## src/rtl/bcd_disp_pkg.sv

```systemverilog
// Shared segment patterns (gfedcba, active-high) and digit index type for the
// 3-digit BCD display scanner.
package bcd_disp_pkg;

  localparam logic [6:0] SEG_0     = 7'b0111111;
  localparam logic [6:0] SEG_1     = 7'b0000110;
  localparam logic [6:0] SEG_2     = 7'b1011011;
  localparam logic [6:0] SEG_3     = 7'b1001111;
  localparam logic [6:0] SEG_4     = 7'b1100110;
  localparam logic [6:0] SEG_5     = 7'b1101101;
  localparam logic [6:0] SEG_6     = 7'b1111101;
  localparam logic [6:0] SEG_7     = 7'b0000111;
  localparam logic [6:0] SEG_8     = 7'b1111111;
  localparam logic [6:0] SEG_9     = 7'b1101111;
  localparam logic [6:0] SEG_E     = 7'b1111001;
  localparam logic [6:0] SEG_BLANK = 7'b0000000;

  localparam int NUM_DIGITS  = 4;
  localparam int NUM_NIBBLES = 3;

  typedef logic [1:0] digit_idx_t;

  function automatic logic nibble_bad(input logic [3:0] nibble);
    return nibble > 4'd9;
  endfunction

endpackage

```

## src/rtl/bcd_to_seg7.sv

```systemverilog
// Combinational BCD nibble to 7-segment decoder; non-BCD codes show "E".
module bcd_to_seg7
  import bcd_disp_pkg::*;
(
  input  logic [3:0] nibble,
  output logic [6:0] seg
);

  always_comb begin
    seg = SEG_E;
    case (nibble)
      4'd0:    seg = SEG_0;
      4'd1:    seg = SEG_1;
      4'd2:    seg = SEG_2;
      4'd3:    seg = SEG_3;
      4'd4:    seg = SEG_4;
      4'd5:    seg = SEG_5;
      4'd6:    seg = SEG_6;
      4'd7:    seg = SEG_7;
      4'd8:    seg = SEG_8;
      4'd9:    seg = SEG_9;
      default: seg = SEG_E;
    endcase
  end

endmodule

```

## src/rtl/bcd3_display_scan.sv

```systemverilog
// Captures a 3-digit BCD sum plus carry and scans it onto a 4-digit multiplexed
// 7-segment display with leading-zero blanking and a non-BCD error flag.
module bcd3_display_scan
  import bcd_disp_pkg::*;
#(
  parameter int PRESCALE   = 1000,
  parameter bit ACTIVE_LOW = 1'b1
) (
  input  logic        clk,
  input  logic        rst,
  input  logic        load,
  input  logic [11:0] bcd_in,
  input  logic        carry_in,
  output logic [6:0]  seg,
  output logic [3:0]  an,
  output logic [1:0]  digit_sel,
  output logic        err
);

  localparam int CNT_W = (PRESCALE > 2) ? $clog2(PRESCALE) : 1;
  localparam logic [CNT_W-1:0] CNT_LAST = CNT_W'(PRESCALE - 1);
  localparam logic [6:0] SEG_OFF = {7{ACTIVE_LOW}};
  localparam logic [3:0] AN_OFF  = {4{ACTIVE_LOW}};

  logic [11:0]      value_reg;
  logic             carry_reg;
  logic [CNT_W-1:0] cnt_reg;
  digit_idx_t       digit_sel_reg;
  logic             err_reg;
  logic [6:0]       seg_reg;
  logic [3:0]       an_reg;

  logic [6:0]       dec_seg [NUM_NIBBLES];
  logic [NUM_NIBBLES-1:0] nib_bad;
  logic             scan_step;
  logic             blank2;
  logic             blank1;
  logic [6:0]       seg_next;
  logic [3:0]       an_next;
  logic             err_next;

  for (genvar gi = 0; gi < NUM_NIBBLES; gi++) begin : g_nibble
    bcd_to_seg7 u_dec (
      .nibble (value_reg[gi*4 +: 4]),
      .seg    (dec_seg[gi])
    );
    assign nib_bad[gi] = nibble_bad(value_reg[gi*4 +: 4]);
  end

  assign scan_step = (cnt_reg == CNT_LAST);
  assign err_next  = |nib_bad;

  // Invalid nibbles are nonzero, so an "E" in a leading position is never hidden.
  assign blank2 = !carry_reg && (value_reg[11:8] == 4'd0);
  assign blank1 = blank2 && (value_reg[7:4] == 4'd0);

  always_comb begin
    seg_next = SEG_BLANK;
    an_next  = 4'(1) << digit_sel_reg;
    case (digit_sel_reg)
      2'd0: seg_next = dec_seg[0];
      2'd1: seg_next = blank1 ? SEG_BLANK : dec_seg[1];
      2'd2: seg_next = blank2 ? SEG_BLANK : dec_seg[2];
      2'd3: seg_next = carry_reg ? SEG_1 : SEG_BLANK;
      default: seg_next = SEG_BLANK;
    endcase
  end

  always_ff @(posedge clk) begin
    if (rst) begin
      value_reg <= '0;
      carry_reg <= 1'b0;
    end else if (load) begin
      value_reg <= bcd_in;
      carry_reg <= carry_in;
    end
  end

  always_ff @(posedge clk) begin
    if (rst) begin
      cnt_reg       <= '0;
      digit_sel_reg <= '0;
    end else if (scan_step) begin
      cnt_reg       <= '0;
      digit_sel_reg <= digit_sel_reg + 2'd1;
    end else begin
      cnt_reg       <= cnt_reg + CNT_W'(1);
    end
  end

  // Blank digits keep their anode enabled so every digit gets equal dwell.
  always_ff @(posedge clk) begin
    if (rst) begin
      seg_reg <= SEG_OFF;
      an_reg  <= AN_OFF;
      err_reg <= 1'b0;
    end else begin
      seg_reg <= seg_next ^ SEG_OFF;
      an_reg  <= an_next ^ AN_OFF;
      err_reg <= err_next;
    end
  end

  assign seg       = seg_reg;
  assign an        = an_reg;
  assign digit_sel = digit_sel_reg;
  assign err       = err_reg;

endmodule

```

## config.mk

```make
export PLATFORM = sky130hd
export DESIGN_NAME = bcd3_display_scan
export DESIGN_NICKNAME = d
export VERILOG_FILES = /design/src/rtl/bcd_disp_pkg.sv /design/src/rtl/bcd_to_seg7.sv /design/src/rtl/bcd3_display_scan.sv
export SDC_FILE = /design/constraint.sdc
export NUM_CORES = 1
export LEC_CHECK = 0
export BUFFER_PORTS_ARGS = -buffer_cell sky130_fd_sc_hd__buf_2
export CORE_ASPECT_RATIO = 1.1
export CORE_MARGIN = 8
export CORE_UTILIZATION = 25
export CTS_CLUSTER_SIZE = 40
export DETAILED_ROUTE_END_ITERATION = 12
export GPL_ROUTABILITY_DRIVEN = 0
export GPL_TIMING_DRIVEN = 0
export HOLD_SLACK_MARGIN = 0.08
export PLACE_DENSITY = 0.5
export SKIP_LAST_GASP = 1
export SYNTH_ARGS = -nofsm -noshare
export SYNTH_HDL_FRONTEND = slang
export SYNTH_HIERARCHICAL = 1
export SYNTH_SLANG_ARGS = --single-unit
export TNS_END_PERCENT = 50
```

## constraint.sdc

```tcl
create_clock -name clk -period 5.2 [get_ports clk]
set_input_delay 1.04 -clock clk [delete_from_list [all_inputs] [get_ports clk]]
set_output_delay 1.04 -clock clk [all_outputs]
set_load 0.01 [all_outputs]
```

### Word-level counts from Yosys, hierarchy flattened

Memories as Yosys holds them, arrays and structs flattened. A register that Yosys moved wholly into a read port is not among the register bits.
Cells that the tools add are included.

| word-level totals | value |
|---|---|
| bits in registers | 37 |
| latch bits | 0 |
| RAM bits | 0 |
| memory bits (read-only) | 336 |
| output and inout port bits | 14 |
| word-level logic and storage cells | 40 |
| memories kept | 3 |

Memory list:

| name | depth | width | rd ports | clocked after memory_dff | write ports | line | source |
|---|---|---|---|---|---|---|---|
| (no name shown) | 16 | 7 | 1 | 1 | 0 | bcd_to_seg7.sv:11 | `case (nibble)` |
| (no name shown) | 16 | 7 | 1 | 1 | 0 | bcd_to_seg7.sv:11 |  |
| (no name shown) | 16 | 7 | 1 | 1 | 0 | bcd_to_seg7.sv:11 |  |

| cells by class | value |
|---|---|
| $add $sub $neg | 2 |
| multipliers | 0 |
| divide/modulo/power cells | 0 |
| $lt $le $gt $ge | 3 |
| equal/unequal tests | 4 |
| shifts and indexed selects | 1 |
| mux-type cells | 10 |
| bitwise logic cells | 2 |
| reduce and logical (&&, ||, !) cells | 8 |

Operator list:

| kind | number |
|---|---|
| 7-bit one-hot mux with 4 select lines | 1 |
| 4-bit two-way mux | 6 |
| 7-bit two-way mux | 2 |
| 4-bit > comparator (second input constant) | 3 |
| 10-bit by 1-bit adder with 10-bit output (second input constant) | 1 |
| 10-bit equality test (second input constant) | 1 |
| 4-bit logical NOT | 2 |
| 7-bit inverter | 1 |
| 2-bit equality test (second input constant) | 2 |
| 4-bit inverter | 1 |
| 1-bit by 2-bit << shifter with 4-bit output (first input constant) | 1 |
| 3-bit two-way mux | 1 |
| 3-bit OR reduction | 1 |
| 2-bit by 1-bit adder with 2-bit output (second input constant) | 1 |
| 2-bit by 1-bit equality test with 1-bit output (second input constant) | 1 |
| 1-bit logical AND | 2 |
| 2-bit logical NOT | 1 |
| 2-bit OR reduction | 1 |
| 1-bit logical NOT | 1 |

### Logic depth before layout (Yosys ltp)

Gate-level depths: netlist of run 1.

| logic depth | value |
|---|---|
| word-level depth | 6 |
| depth in mapped cells | 7 |

### Modules after synthesis

The synthesis of run 1 kept the hierarchy.

By module, submodules not included:

| module | instances | cells each | area an instance (um^2) | sequential area each (um^2) |
|---|---|---|---|---|
| bcd3_display_scan | 1 | 185 | 1,670.4 | 740.7 |
| bcd_to_seg7 | 3 | 26 | 190.2 | 0.0 |

### Worst setup path after synthesis of run 1

OpenSTA, ideal clock, no wires.

| timing path | value |
|---|---|
| path type | input-to-reg |
| start | input port load |
| end | register value_reg[10] |
| library setup time | 128 ps |
| data arrival time | 1,755 ps |
| path slack | 3,317 ps |
| stages on the path | 4 |
| path buffers | 2 |
| cell sequence | clkbuf_1 buf_2 mux2i_1 nor2_1 |

RTL lines:

| element | line | source |
|---|---|---|
| from (decl) | bcd3_display_scan.sv:11 | `input logic load,` |
| to (signal assigned) | bcd3_display_scan.sv:74 | `value_reg <= bcd_in;` |
| to (decl) | bcd3_display_scan.sv:25 | `logic [11:0] value_reg;` |

### Worst setup path after layout of run 1

| timing path | value |
|---|---|
| start | register value_reg[9] |
| end | register seg_reg[3], in the netlist seg[3] |

| between the ends | value |
|---|---|
| longest elaborated chain between the ends | 6 |
| elaborated cells between the ends (all ways) | 7 |
| classes of those cells | mux (3); bitwise (1); reduce/logical (3) |

Ends and longest elaborated chain:

| element | line | source |
|---|---|---|
| 4-bit logical NOT * | bcd3_display_scan.sv:54 | `assign blank2 = !carry_reg && (value_reg[11:8] == 4'd0);` |
| 1-bit logical AND * | bcd3_display_scan.sv:54 |  |
| 1-bit logical AND | bcd3_display_scan.sv:55 | `assign blank1 = blank2 && (value_reg[7:4] == 4'd0);` |
| 7-bit two-way mux | bcd3_display_scan.sv:62 | `2'd1: seg_next = blank1 ? SEG_BLANK : dec_seg[1];` |
| 7-bit one-hot mux with 4 select lines * | bcd3_display_scan.sv:60 | `case (digit_sel_reg)` |
| 7-bit inverter (no line) * | -- |  |
| to (signal assigned) | bcd3_display_scan.sv:98 | `seg_reg <= seg_next ^ SEG_OFF;` |
| to (decl) | bcd3_display_scan.sv:30 | `logic [6:0] seg_reg;` |

Mark *: on every way between the ends. The rest lies on a longest branch, timed or not.
A chain may end at the register's enable or synchronous reset.

==> results of run 1 <==
[per-stage QoR]
stage	std cells	hold slack, ns	utilization	area [um^2]	total power, W
5_1_grt	413	0.4759	0.3026	2658	0.0007392
3_5_place_dp	405	0.4393	0.2873	2524	0.0004148
3_3_place_gp	405	0.4316	0.2873	2524	0.0004126
2_1_floorplan	263	0.4175	-	2241	0.0003838
6_report	413	0.4498	0.3026	2658	0.0007036
4_1_cts	413	0.4567	0.3026	2658	0.0007131
[logic make-up (layout without fill, tap and decap cells)]
family	Yosys count	count (layout)
buffers and inverters	31	67
multiplexers	13	13
adder cells (fa/ha/maj)	24	24
AND/OR/NAND/NOR	83	83
AO/OA/AOI/OAI	72	72
flip-flops	37	37
XOR/XNOR	3	3
[cell type report]
| cell class | instances | area share |
|---|---|---|
| plain buffers | 8 | 0.01177 |
| clock buffers | 5 | 0.02589 |
| clock inverters | 3 | 0.02448 |
| inverters | 23 | 0.03249 |
| multi-input cells | 195 | 0.5202 |
| flip-flops and latches | 37 | 0.2787 |
| well taps | 114 | 0.05367 |
| repair buffers | 28 | 0.05273 |
[synthesized netlist by cell type (2+ instances only)]
master / instances
dfxtp_1: 37
nor2_1: 27
ha_1: 24
inv_1: 23
a21oi_1: 20
nand2_1: 19
o21ai_0: 15
mux2i_1: 13
o31ai_1: 11
a21o_1: 10
nand2b_1: 10
a31oi_1: 8
clkbuf_1: 7
a2bb2oi_1: 3
and2_1: 3
nand3_1: 3
nand4_1: 3
o21a_1: 3
or2b_1: 3
or3b_1: 3
nor4_4: 2
or3_1: 2
xor2_1: 2
[routing by layer]
metal  track usage  up-vias  wire, um
li1              -      983         -
met1       0.09546      859      2262
met2        0.1557       25      2535
met3       0.02186        5       202
met4       0.03662        0        69
met5             0        -         0
[worst register-to-register path, stage by stage, from the launching register on]
cell	delay, ns
dfxtp_1	0.62
inv_1	0.16
ha_1	0.32
or2b_1	0.22
a21o_1	0.18
nand2_1	0.06
a21oi_1	0.05
o31ai_1	0.21
[path summary, 6_finish.rpt]
check	end	slack (ns)	cells after the start
hold / removal	cnt_reg[0]$_SDFF_PP0_	0.45	1
setup reg to reg	seg[3]$_SDFF_PP1_	3.28	7
setup / recovery	seg[3]$_SDFF_PP1_	3.28	7
hold reg to reg	cnt_reg[0]$_SDFF_PP0_	0.45	1
[power groups by stage]
stage	clock (W)	sequential, W	combinational [W]
final	0.000297	0.000315	0.0000912
after global routing	0.000315	0.000319	0.000105
after CTS	0.000304	0.000315	0.0000932
after detailed placement	0	0.000322	0.0000926
after global placement	0	0.000322	0.0000910
after floorplan	0	0.000321	0.0000631
==> results.txt, run 1 <==
status: finished clean
EDFF count, synth: 0
GR Overflow Total: 0
Worst R2R Start: value_reg[9]$_SDFFE_PP0P_
Final Hold Vio Count: 0
top cell type's share of synthesized area: 0.3305
post-synthesis simple-gate area fraction: 0.2127
Place WS: 3.045 ns
Seq/Total Area, Yosys: 0.3305
Die H: 115.3 um
Crit path buffers/inverters: 1
post-CTS sizing: 0
Slowest-stage cell, CP: dfxtp_1
Initial Util: 0.2551
CTS max path bufs: 2
area grow syn2layout: 18.59%
register area: 740.7 um^2
critical path launch point: value_reg[9]$_SDFFE_PP0P_
Seq pwr share: 0.448
Syn Area/Cell: 8.521 um^2
final setup vio count: 0
largest net degree at the start of global routing: 14
#FFs+latches synth: 37
Comb pwr share: 0.130
CTS H-tree lvls: 2
CP max FO: 10
Fin Setup TNS: 0 ns
Startpoint Class: register
Clk pwr share: 0.423
initial drt markers: 41
adder-cell share of the synthesized area: 0.1340
core area: 8783 um^2
top cells by area, synth: dfxtp_1 (33%), ha_1 (13%), mux2i_1 (5.8%)
crit path DAT: 2.11 ns
VDD IR-drop max: 99.70 uV
vias in the first global route: 1854
hold_buf cts: 0
CTS clk-pin slew, worst paths: 0.08 ns
routed wire length: 5.069 mm
I/O Pins: 30
max_cap viols: 0
most frequent cells in the layout: dfxtp_1 (37), buf_2 (29), nor2_1 (27)
Compound-Gate Fraction of Synth Area: 0.2004
via/cell ratio: 4.533
asr flop ratio synth: 0
net count after synthesis: 303
RSZ-0062 raised after global routing: no
worst setup margin: 3.283 ns
YS warnings: 6
Pwr Density: 264.7 nW/um^2
multiplexer share of the synthesized area: 0.05807
CTS root buf: clkbuf_8
die area: 12250 um^2
critical path class: register to register
leading area contributor after synthesis: dfxtp_1
dominant synthesized flop cell: dfxtp_1
Mapped Cells: 263
Clock Sinks: 37
Critical Path Sink Type: register
Buffers on Ports: 28
global-route wire length before repair: 8.618 mm
Final period util: 0.3686
Hold Crit Start: cnt_reg[0]$_SDFF_PP0_
max reg flops: 12
Final Slew Violations: 0
diode count: 0
TritonCTS clock tree: yes
post-synthesis xor/xnor area fraction: 0.01173
crit path cell chain: inv_1 -> ha_1 -> or2b_1 -> a21o_1 -> nand2_1 -> a21oi_1 -> o31ai_1
largest family of logic cells by synthesized area: simple AND/OR/NAND/NOR gates
total iterations of the first detailed-routing run: 4
P_leak: 1.121 nW
commonest non-fill, non-tap cell in the layout: dfxtp_1
maximum operating frequency: 0.5218 GHz
Setup Buffers After CTS: 0
switch share: 0.2466
worst min path class: register to register
fillers: 960
Req. time, crit path: 5.39 ns
Crit path largest cell delay: 0.62 ns
Psw: 0.0001735 W
CTS buffer count: 5
Crit path max-delay family: flip-flops
worst skew pair latency: 0.29 ns
initial antenna violation count: 0
worst slew pin tran: 0.5969 ns
Distinct cells, synth: 35
Wirelength per Cell: 12.27 um
# rows: 36
GRT Total Usage: 0.08695
share of cells above drive strength 1: 0.1572
Tmin final: 1.917 ns
area occupied by multi-input gates: 1383 um^2
final-stage net count: 338
relative max-transition margin: 0.5987
Pint: 0.0005300 W
total number of vias: 1872
DIE WIDTH: 106.3 um
DRC: 0
skew final: 0.01224 ns
Cell Area, Synth: 2241 um^2
Routed Antenna Nets: 0
Post-DP HPWL: 4.066 mm
(Power assumes the default switching activity.)
==> run 2: changes to the inputs <==
--- a/config.mk
+++ b/config.mk
@@ -5,6 +5,7 @@
 export SDC_FILE = /design/constraint.sdc
 export NUM_CORES = 1
 export LEC_CHECK = 0
+export ABC_AREA = 1
 export BUFFER_PORTS_ARGS = -buffer_cell sky130_fd_sc_hd__buf_2
 export CORE_ASPECT_RATIO = 1.1
 export CORE_MARGIN = 8
==> constraint.sdc (replaced) <==
create_clock -name clk -period 2 [get_ports clk]
set_input_delay 0.4 -clock clk [delete_from_list [all_inputs] [get_ports clk]]
set_output_delay 0.4 -clock clk [all_outputs]
set_load 0.01 [all_outputs]
==> results.txt, run 2 <==
status: finished clean
skew final: 0.01128 ns
initial drt markers: 103
grt met3 use: 0.02392
Setup Buffers After CTS: 0
post-CTS sizing: 0
register area: 740.7 um^2
VDD IR-drop max: 251.7 uV
Final Hold Vio Count: 0
top cells by area, synth: dfxtp_1 (33%), nand2_1 (17%), ha_1 (13%)
Tmin final: 1.547 ns
area grow syn2layout: 17.21%
critical path launch point: value_reg[5]$_SDFFE_PP0P_
asr flop ratio synth: 0
diode count: 0
# rows: 36
area occupied by multi-input gates: 1274 um^2
worst skew pair latency: 0.28 ns
total iterations of the first detailed-routing run: 4
I/O Pins: 30
maximum operating frequency: 0.6462 GHz
Critical Path Sink Type: register
total number of vias: 2046
Fin Setup TNS: 0 ns
RSZ-0062 raised after global routing: no
global-route wire length before repair: 8.845 mm
GR Overflow Total: 0
Die H: 115.4 um
worst slew pin tran: 0.4995 ns
Syn Area/Cell: 6.457 um^2
Slowest-stage cell, CP: dfxtp_1
YS warnings: 6
vias in the first global route: 2014
top cell type's share of synthesized area: 0.3296
Mapped Cells: 348
net count after synthesis: 388
Synth top cells by count: nand2_1 (100), nor2_1 (58), inv_1 (50), dfxtp_1 (37), ha_1 (24)
Distinct cells, synth: 21
DRC: 0
worst setup margin: 0.4526 ns
CTS clk-pin slew, worst paths: 0.08 ns
CTS H-tree lvls: 2
core area: 8783 um^2
Wirelength per Cell: 10.46 um
fillers: 1004
Pwr Density: 641.0 nW/um^2
Non-Filler Instances: 497
Cell Area, Synth: 2247 um^2
commonest non-fill, non-tap cell in the layout: nand2_1
CTS root buf: clkbuf_8
global-route layer with the greatest usage: met2
Seq/Total Area, Yosys: 0.3296
Final Slew Violations: 0
count leader, synth: nand2_1
critical path class: register to register
routed wire length: 5.200 mm
EDFF count, synth: 0
Hold Crit Start: bcd_in[1]
r2r worst-path depth: 9
Req. time, crit path: 2.17 ns
max_cap viols: 0
Crit path top cell by count: nand2_1
Crit path largest cell delay: 0.46 ns
GR Util met2: 0.1523
Final period util: 0.7737
CTS buffer count: 5
CTS max path bufs: 2
final-stage net count: 423
largest net degree at the start of global routing: 12
#FFs+latches synth: 37
Clock Sinks: 37
worst hold stages: 3
met1 Use GR: 0.1051
die area: 12280 um^2
dominant synthesized flop cell: dfxtp_1
Buffers on Ports: 28
CP max FO: 8
Post-DP HPWL: 4.194 mm
P_leak: 1.348 nW
crit path DAT: 1.72 ns
relative max-transition margin: 0.6670
Routed Antenna Nets: 0
crit path cell chain: inv_1 -> ha_1 -> or2_1 -> nand3_1 -> nand2_1 -> inv_1 -> nand2_1 -> nand2_1 -> nand2_1
initial antenna violation count: 0
final setup vio count: 0
via/cell ratio: 4.117
worst min path class: primary input to register
Startpoint Class: register
max reg flops: 12
Initial Util: 0.2558
Pwr Total: 0.001688 W
GRT Total Usage: 0.08871
Placed Cells: 490
DIE WIDTH: 106.4 um
Place WS: 0.4615 ns
leading area contributor after synthesis: dfxtp_1
hold_buf cts: 0
Worst R2R Start: value_reg[5]$_SDFFE_PP0P_
share of cells above drive strength 1: 0.1279
TritonCTS clock tree: yes
most frequent cells in the layout: nand2_1 (100), nor2_1 (58), inv_1 (50)
run 2: cell types whose count changed after synthesis, sizes merged, moves of 4 or more:
| cell | delta |
|---|---|
| nand2 | +85 |
| nor2 | +33 |
| inv | +31 |
| nand3 | +20 |
| mux2i | -13 |
| o31ai | -11 |
| a21o | -10 |
| nand2b | -10 |
| a21oi | -9 |
| a31oi | -8 |
| clkbuf | -4 |
run 2: final timing paths:
check | end | slack (ns)
setup / recovery | seg[3]$_SDFF_PP1_ | 0.45
hold / removal | value_reg[1]$_SDFFE_PP0P_ | 0.34
setup reg to reg | seg[3]$_SDFF_PP1_ | 0.45
hold reg to reg | cnt_reg[0]$_SDFF_PP0_ | 0.47
run 2: cell families (layout without fill, tap and decap cells):
kind of cell | count (synthesis) | in the layout | share of synthesized area
adder cells (fa/ha/maj) | 24 | 24 | 0.1336
AO/OA/AOI/OAI | 29 | 29 | 0.06682
AND/OR/NAND/NOR | 193 | 193 | 0.3508
XOR/XNOR | 4 | 4 | 0.01559
buffers and inverters | 61 | 96 | 0.1036
flip-flops | 37 | 37 | 0.3296
run 2: final cells by class:
type / count / share of cell area
timing repair buffer: 28 / 0.05321
multi-input combinational: 250 / 0.4836
clock buffer: 5 / 0.02613
clock inverter: 2 / 0.01330
tap: 114 / 0.05416
buffer: 7 / 0.01140
inverter: 54 / 0.07696
sequential: 37 / 0.2812
run 2: stage by stage:
| step | utilization | area, um^2 | hold slack [ns] |
|---|---|---|---|
| 6_report | 0.2999 | 2634 | 0.3355 |
| 5_1_grt | 0.2999 | 2634 | 0.3342 |
| 4_1_cts | 0.2999 | 2634 | 0.3311 |
| 3_5_place_dp | 0.2880 | 2530 | 0.4537 |
| 3_3_place_gp | 0.2880 | 2530 | 0.4452 |
| 2_1_floorplan | - | 2247 | 0.4297 |
run 2: metal layers:
metal	up-vias	wire (um)
li1	1124	-
met2	26	2461
met5	-	0
met3	2	208
met1	894	2500
met4	0	29
run 2: worst max-delay path: cells and delay by family (launching register included):
kind          cells  cell delay (ns)
simple gates      6             0.53
flops             1             0.46
fa+ha+maj         1             0.22
buf+inv           2             0.21
run 2: where the power goes:
| group | switching [W] | internal [W] | leakage [nW] | total, W |
|---|---|---|---|---|
| Clock | 0.000255 | 0.000362 | 0.0540 | 0.000618 |
| Sequential | 0.0000367 | 0.000777 | 0.305 | 0.000814 |
| Combinational | 0.000157 | 0.000100 | 0.989 | 0.000257 |
